==> src/rtl/hazard_sequencer.sv <==
// hazard_sequencer
// Pipeline hazard and stall sequencer for the five-stage CPU. Merges load-use
// detection, taken-branch / jump flushes and multi-cycle mul/div occupancy of
// EX into one set of pipeline-register write enables and bubble controls, and
// keeps a saturating count of cycles in which the PC was held.
//
// Parameters:
//   MD_CYCLES      total EX occupancy of a mul/div instruction (2..16)
// Ports:
//   CLK            pipeline clock, rising edge
//   Reset          synchronous, active-high reset
//   EX_MemRead     load in EX
//   EX_rt          destination register of the load in EX
//   ID_rs, ID_rt   source fields of the instruction in ID
//   ID_UseRt       ID instruction reads rt
//   ID_Jump        j/jal/jr in ID
//   EX_BranchTaken branch in EX resolved taken
//   EX_MulDiv      mult/multu/div/divu in EX
//   PCWre          PC write enable
//   IF_ID_Wre      IF/ID write enable
//   IF_ID_Flush    load a NOP into IF/ID
//   ID_EX_Wre      ID/EX write enable
//   ControlSrc     zero the controls entering ID/EX
//   EX_MEM_Bubble  zero the controls entering EX/MEM
//   MD_Start       one-cycle start pulse to the mul/div unit
//   Busy           mul/div occupancy in progress
//   StallCnt       saturating count of cycles with PCWre=0

module hazard_sequencer #(
  parameter int unsigned MD_CYCLES = 4
) (
  input  logic        CLK,
  input  logic        Reset,
  input  logic        EX_MemRead,
  input  logic [4:0]  EX_rt,
  input  logic [4:0]  ID_rs,
  input  logic [4:0]  ID_rt,
  input  logic        ID_UseRt,
  input  logic        ID_Jump,
  input  logic        EX_BranchTaken,
  input  logic        EX_MulDiv,
  output logic        PCWre,
  output logic        IF_ID_Wre,
  output logic        IF_ID_Flush,
  output logic        ID_EX_Wre,
  output logic        ControlSrc,
  output logic        EX_MEM_Bubble,
  output logic        MD_Start,
  output logic        Busy,
  output logic [15:0] StallCnt
);

  typedef enum logic {
    RUN     = 1'b0,
    MD_BUSY = 1'b1
  } state_t;

  localparam logic [3:0] MD_LOAD = 4'(MD_CYCLES - 1);

  state_t      state, state_next;
  logic [3:0]  cnt, cnt_next;
  logic        load_use;

  // EX_rt==0 is the hard-wired zero register and can never create a hazard.
  assign load_use = EX_MemRead && (EX_rt != 5'd0) &&
                    ((EX_rt == ID_rs) || (ID_UseRt && (EX_rt == ID_rt)));

  assign Busy = (state == MD_BUSY) && !Reset;

  always_ff @(posedge CLK) begin
    if (Reset) begin
      state    <= RUN;
      cnt      <= '0;
      StallCnt <= '0;
    end else begin
      state <= state_next;
      cnt   <= cnt_next;
      if (!PCWre && (StallCnt != '1))
        StallCnt <= StallCnt + 16'd1;
    end
  end

  always_comb begin
    PCWre         = 1'b1;
    IF_ID_Wre     = 1'b1;
    IF_ID_Flush   = 1'b0;
    ID_EX_Wre     = 1'b1;
    ControlSrc    = 1'b0;
    EX_MEM_Bubble = 1'b0;
    MD_Start      = 1'b0;
    state_next    = state;
    cnt_next      = cnt;

    if (Reset) begin
      PCWre         = 1'b0;
      IF_ID_Wre     = 1'b0;
      ID_EX_Wre     = 1'b0;
      ControlSrc    = 1'b1;
      IF_ID_Flush   = 1'b1;
      EX_MEM_Bubble = 1'b1;
      state_next    = RUN;
      cnt_next      = '0;
    end else begin
      unique case (state)
        RUN: begin
          if (EX_BranchTaken) begin
            IF_ID_Flush = 1'b1;
            ControlSrc  = 1'b1;
          end else if (EX_MulDiv) begin
            MD_Start      = 1'b1;
            PCWre         = 1'b0;
            IF_ID_Wre     = 1'b0;
            ID_EX_Wre     = 1'b0;
            EX_MEM_Bubble = 1'b1;
            state_next    = MD_BUSY;
            cnt_next      = MD_LOAD;
          end else if (load_use) begin
            PCWre      = 1'b0;
            IF_ID_Wre  = 1'b0;
            ControlSrc = 1'b1;
          end else if (ID_Jump) begin
            IF_ID_Flush = 1'b1;
          end
        end
        MD_BUSY: begin
          if (cnt > 4'd1) begin
            PCWre         = 1'b0;
            IF_ID_Wre     = 1'b0;
            ID_EX_Wre     = 1'b0;
            EX_MEM_Bubble = 1'b1;
            cnt_next      = cnt - 4'd1;
          end else begin
            // Final cycle: default enables let the result enter EX/MEM.
            state_next = RUN;
            cnt_next   = '0;
          end
        end
        default: begin
          state_next = RUN;
          cnt_next   = '0;
        end
      endcase
    end
  end

endmodule

==> config.mk <==
export PLATFORM = sky130hd
export DESIGN_NAME = hazard_sequencer
export DESIGN_NICKNAME = d
export VERILOG_FILES = /design/src/rtl/hazard_sequencer.sv
export SDC_FILE = /design/constraint.sdc
export NUM_CORES = 1
export LEC_CHECK = 0
export CORE_ASPECT_RATIO = 1.5
export CORE_MARGIN = 1.5
export CORE_UTILIZATION = 40
export CTS_CLUSTER_SIZE = 28
export DETAILED_ROUTE_END_ITERATION = 7
export GPL_TIMING_DRIVEN = 0
export PLACE_DENSITY = 0.73
export SYNTH_ARGS = -nofsm -noshare
export SYNTH_HDL_FRONTEND = slang
export SYNTH_SLANG_ARGS = --single-unit
==> constraint.sdc <==
create_clock -name CLK -period 2.9 [get_ports CLK]
set_input_delay 0.29 -clock CLK [delete_from_list [all_inputs] [get_ports CLK]]
set_output_delay 0.29 -clock CLK [all_outputs]
set_load 0.02 [all_outputs]
==> results of run 1 <==
==> final timing paths <==
check | end | slack [ns] | depth (start not counted)
worst max-delay path | PCWre | 0.05 | 8
worst min-delay path | cnt[3]$_SDFFE_PP0P_ | 0.49 | 1
worst max register to register | StallCnt[14]$_SDFFE_PP0P_ | 0.32 | 9
worst min register to register | cnt[3]$_SDFFE_PP0P_ | 0.49 | 1
==> layout make-up <==
cell class	count	area, um2
flip-flops and latches	21	420
multi-input cells	120	776
repair buffers	45	447
plain buffers	8	40.0
fillers	280	1140
clock buffers	4	45.0
inverters	8	30.0
well taps	39	48.8
==> power groups by stage <==
| stage | logic (uW) | clock network [uW] | registers (uW) |
|---|---|---|---|
| floorplan | 68.8 | 0 | 313 |
| global placement | 140 | 0 | 310 |
| detailed placement | 143 | 0 | 311 |
| CTS | 141 | 193 | 304 |
| global route | 154 | 203 | 305 |
| finish | 142 | 187 | 304 |
==> cells by family (layout without fill, tap and decap cells) <==
logic type	after synthesis	count (layout)	share of synthesized area [%]
DFF	21	21	33.3
AOI/OAI and AO/OA	46	46	23.3
and+or+nand+nor	59	59	26.0
buffers and inverters	17	65	5.65
xor gates and xnor gates	10	10	6.94
adders and majority gates	3	3	2.98
muxes	2	2	1.79
==> routing by layer <==
layer | vias up | part of all wire (%) | wire [um]
met3 | 4 | 5.7 | 204
met1 | 646 | 42 | 1490
met5 | - | 0 | 0
li1 | 683 | - | -
met4 | 0 | 0.72 | 26
met2 | 52 | 52 | 1870
==> cells in the final DEF (no fill, tap or decap), types with 2 or more instances in the layout <==
cell type and instances:
sky130_fd_sc_hd__a21oi_1 16, sky130_fd_sc_hd__ha_1 3, sky130_fd_sc_hd__o31ai_1 13, sky130_fd_sc_hd__clkbuf_1 5, sky130_fd_sc_hd__nor2_1 7, sky130_fd_sc_hd__nand4_1 2
sky130_fd_sc_hd__mux2_1 2, sky130_fd_sc_hd__or4_1 12, sky130_fd_sc_hd__or3_1 2, sky130_fd_sc_hd__buf_4 2, sky130_fd_sc_hd__nor2b_1 3, sky130_fd_sc_hd__nand3_1 7
sky130_fd_sc_hd__clkbuf_8 3, sky130_fd_sc_hd__and3_1 3, sky130_fd_sc_hd__o21bai_1 3, sky130_fd_sc_hd__nor4_1 2, sky130_fd_sc_hd__buf_2 2, sky130_fd_sc_hd__nand2_1 13
sky130_fd_sc_hd__dfxtp_1 21, sky130_fd_sc_hd__clkdlybuf4s50_1 42, sky130_fd_sc_hd__xor2_1 9, sky130_fd_sc_hd__dlygate4sd2_1 3, sky130_fd_sc_hd__inv_1 8, sky130_fd_sc_hd__o211ai_1 3
sky130_fd_sc_hd__o21ai_1 5, sky130_fd_sc_hd__nor3_1 3
==> state kept, by name, summed over array words and instances (netlist names) <==
name,flops
state,1
StallCnt,16
cnt,4
==> worst max-delay path: cells and delay by family <==
kind / cells / cell delay (ns)
AOI/OAI and AO/OA: 2 / 0.62
xor gates and xnor gates: 1 / 0.20
buffers and inverters: 4 / 1.14
and+or+nand+nor: 1 / 0.32
==> repair_timing <==
action | CTS | global route
endpoints found under the hold margin | 0 | 0
setup endpoints to repair | 3 | 1
pin swaps | 0 | 0
cloned | 0 | 0
setup buffers | 0 | 0
resized for setup | 5 | 2
==> metrics by stage <==
step	area, um2	power (uW)
after floorplan	1260	382
after global placement	1760	450
after detailed placement	1760	454
after CTS	1800	637
after global routing	1810	661
final	1810	634
==> impl_metrics.tcl, run 1 <==
set metrics [dict create \
    clock_tree.htree_level_count 1 \
    grt_busiest_layer "met2" \
    grt_antenna_before_repair 0 \
    non_filler_instance_count_after_layout 245 \
    clock_sink_count 21 \
    yosysTopAreaCellShare_pct 33.3 \
    wirelength_mm 3.60 \
    dp.cells 242 \
    synth_top_cells_by_area "sky130_fd_sc_hd__dfxtp_1, sky130_fd_sc_hd__o31ai_1, sky130_fd_sc_hd__or4_1" \
    root_buffer "sky130_fd_sc_hd__clkbuf_8" \
    hold_violations_final 0 \
    drc 0 \
    pre_cts_ws_ns -0.470 \
    synth_commonest_cells "sky130_fd_sc_hd__dfxtp_1, sky130_fd_sc_hd__a21oi_1, sky130_fd_sc_hd__nand2_1, sky130_fd_sc_hd__o31ai_1, sky130_fd_sc_hd__or4_1" \
    timing.final.max_slew_violations 0 \
    n_antenna_cell 0 \
    drv.max_cap_violation_count 0 \
    netlist_area_um2 1260 \
    clkTransAtPathRegs_ns 0.07 \
    cts.path.max_buffers 2 \
    global_route.overflow_total 0 \
    setup.worst_path.end_class "primary output" \
    final_layout_size_suffix_gt1_share_pct 3.88 \
    drt_pre_antenna_iters 4 \
    detailed_place_hpwl_mm 2.75 \
    outcome "finished clean" \
    wl_per_cell_um 14.7 \
    synthesis.area_per_instance_um2 7.98 \
    global_route.usage.met1_pct 21.3 \
    synth_seq_area_share_pct 33.3 \
    timing.critical_path.from_type "primary input" \
    gr-usage-met2_pct 38.2 \
    vdd_drop_max_uv 279 \
    layout-area-overhead-vs-synth_pct 43.3 \
    layout_min_cycle_time_ns 2.85 \
    p_int_uw 464 \
    max_clock_freq_ghz 0.351 \
    hold_class "reg -> reg" \
    synth-warning-count 0 \
    path_max_fanout 20 \
    syn_nets 183 \
    worst_path_max_delay_cell "sky130_fd_sc_hd__clkdlybuf4s50_1" \
    final.setup.worst_slack_ns 0.0497 \
    cellPowerDensity_nw_per_um2 351 \
    dieHeight_um 71.8 \
    power_switching_uw 170 \
    synth_enable_flop_cells 0 \
    numnets_final 232 \
    tritoncts.num_buffers 3 \
    holdWs_ns 0.492 \
    setup_viol_count_final 0 \
    leading_cell_type_by_number_of_instances_after_synthesis "sky130_fd_sc_hd__dfxtp_1" \
    design.die.area_um2 3510 \
    power.combinational.fraction_pct 22.5 \
    routed_via_density 5.65 \
    grt_pass1_wl_mm 5.63 \
    layout.core_utilization_pct 61.4 \
    switching_share_pct 26.8 \
    gp_congestion 0.781 \
    ys_ff_latch 21 \
    first_global_vias 1300 \
    first_iter_violations 47 \
    dr_total_vias 1385 \
    core_area_um2 2940 \
    drtAntennaViolNets 0 \
    post_synth_num_cell_types 34 \
    cell_type_contributing_the_most_total_cell_area_after_synthesis "sky130_fd_sc_hd__dfxtp_1" \
    worst_skew_pair.late_latency_ns 0.25 \
    worst_pin_slew_ns 0.524 \
    grt_start_max_net_pins 21 \
    cts_tree "yes" \
    io_pins 46 \
    hold_path_startpoint "cnt[3]$_SDFFE_PP0P_" \
    setup_total_negative_slack_ns 0 \
    leakagePower_uw 0.000637 \
    timing.max_slew.rel_slack_pct 65.1 \
    regToRegStartpoint "StallCnt[0]$_SDFFE_PP0P_" \
    groute.layer.met3.usage_pct 3.54 \
    io_buffers 45 \
    placement_rows 24 \
    grt.total_usage_pct 19.7 \
    postCtsHoldBufs 0 \
    worst_endpoint_data_arrival_time_ns 2.56 \
    synth-main-ff-cell "sky130_fd_sc_hd__dfxtp_1" \
    initial_standard_cell_utilization_of_the_core_pct 42.9 \
    worstSetupPathType "in -> out" \
    syn_inst 158 \
    cell_by_cell_listing_of_the_critical_path "clkdlybuf4s50_1 -> xor2_1 -> nor4_2 -> a32oi_1 -> o41a_1 -> buf_4 -> buf_4 -> dlygate4sd2_1" \
    final_min_period_over_clock_period_pct 98.3 \
    worst_clock_skew_ns 0.00384 \
    worst_path_required_time_ns 2.61 \
    floorplan.die.width_um 48.8 \
    p_seq_share_pct 48.0 \
    cp-startpoint "EX_rt[3]" \
    async_reset_ff_share_pct 0 \
    timing.critical_path.slowest_cell_delay_ns 0.47 \
    crit_path_frequent_cell "sky130_fd_sc_hd__buf_4" \
    clkPwrFrac_pct 29.5 \
]
Power figures use the tool's default switching activity.
==> inputs of run 2 (changes only) <==
--- a/config.mk
+++ b/config.mk
@@ -7,11 +7,11 @@
 export LEC_CHECK = 0
 export CORE_ASPECT_RATIO = 1.5
 export CORE_MARGIN = 1.5
-export CORE_UTILIZATION = 40
+export CORE_UTILIZATION = 44
 export CTS_CLUSTER_SIZE = 28
 export DETAILED_ROUTE_END_ITERATION = 7
 export GPL_TIMING_DRIVEN = 0
-export PLACE_DENSITY = 0.73
+export PLACE_DENSITY = 0.79
 export SYNTH_ARGS = -nofsm -noshare
 export SYNTH_HDL_FRONTEND = slang
 export SYNTH_SLANG_ARGS = --single-unit
==> run 2 against run 1 <==
  * Highest routed layer unchanged
  * Worst hold slack improved by 0.0099 ns
  * Wire length rose by 1.5%
  * Non-clock buffer count did not move
  * Critical endpoint unchanged
  * Core utilization rose by 5.4 points
  * Critical path depth did not move
  * Flip-flop and latch count did not move
  * Total power rose by 1.2%
  * Via count rose by 1.5%
  * Global-route usage rose by 5.0 points
  * First-iteration DRC count rose by 47%
  * Largest power group unchanged
  * Sequential share of layout area did not move
  * Clock power rose by 3%
==> impl_metrics.tcl, run 2 (same netlist as run 1, synthesis figures left out) <==
set metrics [dict create \
    postCtsHoldBufs 0 \
    worstSetupPathType "in -> out" \
    worst_pin_slew_ns 0.445 \
    clkTransAtPathRegs_ns 0.07 \
    setup_total_negative_slack_ns 0 \
    tritoncts.num_buffers 3 \
    layout_min_cycle_time_ns 2.78 \
    worstPathBufferInverterCount 4 \
    gp_congestion 0.815 \
    final_design_area_no_fill_um2 1810 \
    wl_per_cell_um 15.0 \
    vdd_drop_max_uv 305 \
    hold_class "reg -> reg" \
    timing.final.max_slew_violations 0 \
    dr_total_vias 1406 \
    floorplan.die.width_um 46.7 \
    max_clock_freq_ghz 0.359 \
    root_buffer "sky130_fd_sc_hd__clkbuf_8" \
    max_flop_register "StallCnt" \
    setup_viol_count_final 0 \
    hold_violations_final 0 \
    routed_via_density 5.79 \
    io_buffers 45 \
    leakagePower_uw 0.000641 \
    dpl_cell_area_um2 1760 \
    timing.max_slew.rel_slack_pct 70.3 \
    n_antenna_cell 0 \
    clock_tree.htree_level_count 1 \
    placement_rows 23 \
    core_area_um2 2710 \
    cts_post_setup_buffers_inserted 0 \
    drv.max_cap_violation_count 0 \
    grt_start_max_net_pins 21 \
    io_pins 46 \
    final_common_cell "sky130_fd_sc_hd__clkdlybuf4s50_1" \
    grt_setup_unrepaired "false" \
    timing.critical_path.slowest_cell_delay_ns 0.47 \
    first_iter_violations 69 \
    cts.path.max_buffers 2 \
    cp_top_family "buffers and inverters" \
    detailed_place_hpwl_mm 2.76 \
    grt_pass1_wl_mm 5.85 \
    worst_path_max_delay_cell "sky130_fd_sc_hd__clkdlybuf4s50_1" \
    drtAntennaViolNets 0 \
    layout-area-overhead-vs-synth_pct 43.3 \
    final_min_period_over_clock_period_pct 96.0 \
    reg.largest.list "StallCnt: 16 flops, cnt: 4 flops, state: 1 flops" \
    post-layout-total-power_uw 641 \
    path_max_fanout 20 \
    worst_clock_skew_ns 0.00668 \
    initial_standard_cell_utilization_of_the_core_pct 46.6 \
    cell_by_cell_listing_of_the_critical_path "clkdlybuf4s50_1 -> xor2_1 -> nor4_2 -> a32oi_1 -> o41a_1 -> buf_4 -> buf_4 -> dlygate4sd2_1" \
    outcome "finished clean" \
    global_route.overflow_total 0 \
    cts_tree "yes" \
    final_layout_size_suffix_gt1_share_pct 3.88 \
    worst_skew_pair.late_latency_ns 0.26 \
    grt.total_usage_pct 24.7 \
    wirelength_mm 3.65 \
    worst_endpoint_data_arrival_time_ns 2.49 \
    dieHeight_um 68.6 \
    layout.core_utilization_pct 66.8 \
    first_global_vias 1383 \
    setup.worst_path.end_class "primary output" \
    cellPowerDensity_nw_per_um2 355 \
    timing.critical_path.from_type "primary input" \
    clock_sink_count 21 \
    holdWs_ns 0.502 \
    crit_path_frequent_cell "sky130_fd_sc_hd__buf_4" \
    drc 0 \
    numnets_final 232 \
    grt_antenna_before_repair 0 \
    most_frequent_cells_in_the_layout "sky130_fd_sc_hd__clkdlybuf4s50_1, sky130_fd_sc_hd__dfxtp_1, sky130_fd_sc_hd__a21oi_1" \
    worst_path_required_time_ns 2.61 \
    design.die.area_um2 3200 \
    largest_register_ffs 16 \
    n_fill_cell 261 \
    drt_pre_antenna_iters 4 \
]
run 2: changes by cell type in the layout (fill, tap and decap cells not counted):
cell	change
sky130_fd_sc_hd__clkdlybuf4s50_1	-1
sky130_fd_sc_hd__dlymetal6s2s_1	+1
run 2: path summary, 6_finish.rpt:
kind | endpoint | cells after the start | slack, ns | from
setup reg to reg | StallCnt[3]$_SDFFE_PP0P_ | 9 | 0.33 | StallCnt[0]$_SDFFE_PP0P_
setup / recovery | PCWre | 8 | 0.12 | EX_rt[3]
hold reg to reg | cnt[3]$_SDFFE_PP0P_ | 1 | 0.50 | cnt[3]$_SDFFE_PP0P_
hold / removal | cnt[3]$_SDFFE_PP0P_ | 1 | 0.50 | cnt[3]$_SDFFE_PP0P_
run 2: worst reg2reg max path, delay by kind of cell, from the launching register on:
kind	cells	cell delay (ns)
buffers and inverters	3	0.99
and+or+nand+nor	3	0.65
DFF	1	0.39
AOI/OAI and AO/OA	2	0.25
adders and majority gates	1	0.22
run 2: cell type report:
type	instances	area (um2)	share of cell area (%)
clock buffer	4	45.0	2.49
multi-input combinational	120	776	42.9
tap	37	46.3	2.56
sequential	21	420	23.3
inverter	8	30.0	1.66
timing repair buffer	45	449	24.9
buffer	8	40.0	2.22
run 2: metal layers:
| layer | vias up | GRT usage (%) | part of all wire, % |
|---|---|---|---|
| met5 | - | 0 | 0 |
| met4 | 0 | 9.38 | 1.1 |
| met3 | 4 | 4.17 | 7.6 |
| met1 | 657 | 26.1 | 38 |
| met2 | 59 | 46.7 | 53 |
| li1 | 686 | - | - |
run 2: repair_timing:
| action | CTS | global route |
|---|---|---|
| pin swaps | 2 | 0 |
| resized for setup | 6 | 2 |
| setup endpoints to repair | 3 | 2 |
run 2: metrics by stage:
stage	worst slack, ns	std cells
final	0.117	243
after global routing	0.0123	243
after CTS	0.0547	243
after detailed placement	-0.517	240
after global placement	-0.429	240
after floorplan	0.504	158
run 2: power breakdown:
| part | internal [uW] | leakage, uW | switching [uW] |
|---|---|---|---|
| Combinational | 70.7 | 0.000448 | 73.8 |
| Clock | 97.9 | 0.0000228 | 95.2 |
| Sequential | 296 | 0.000170 | 8.32 |
==> inputs of run 3 (changes only) <==
--- a/config.mk
+++ b/config.mk
@@ -5,6 +5,7 @@
 export SDC_FILE = /design/constraint.sdc
 export NUM_CORES = 1
 export LEC_CHECK = 0
+export ABC_AREA = 0
 export CORE_ASPECT_RATIO = 1.5
 export CORE_MARGIN = 1.5
 export CORE_UTILIZATION = 44
==> results of run 3 <==
Final layout, timing and power as in run 2 (identical DEF).
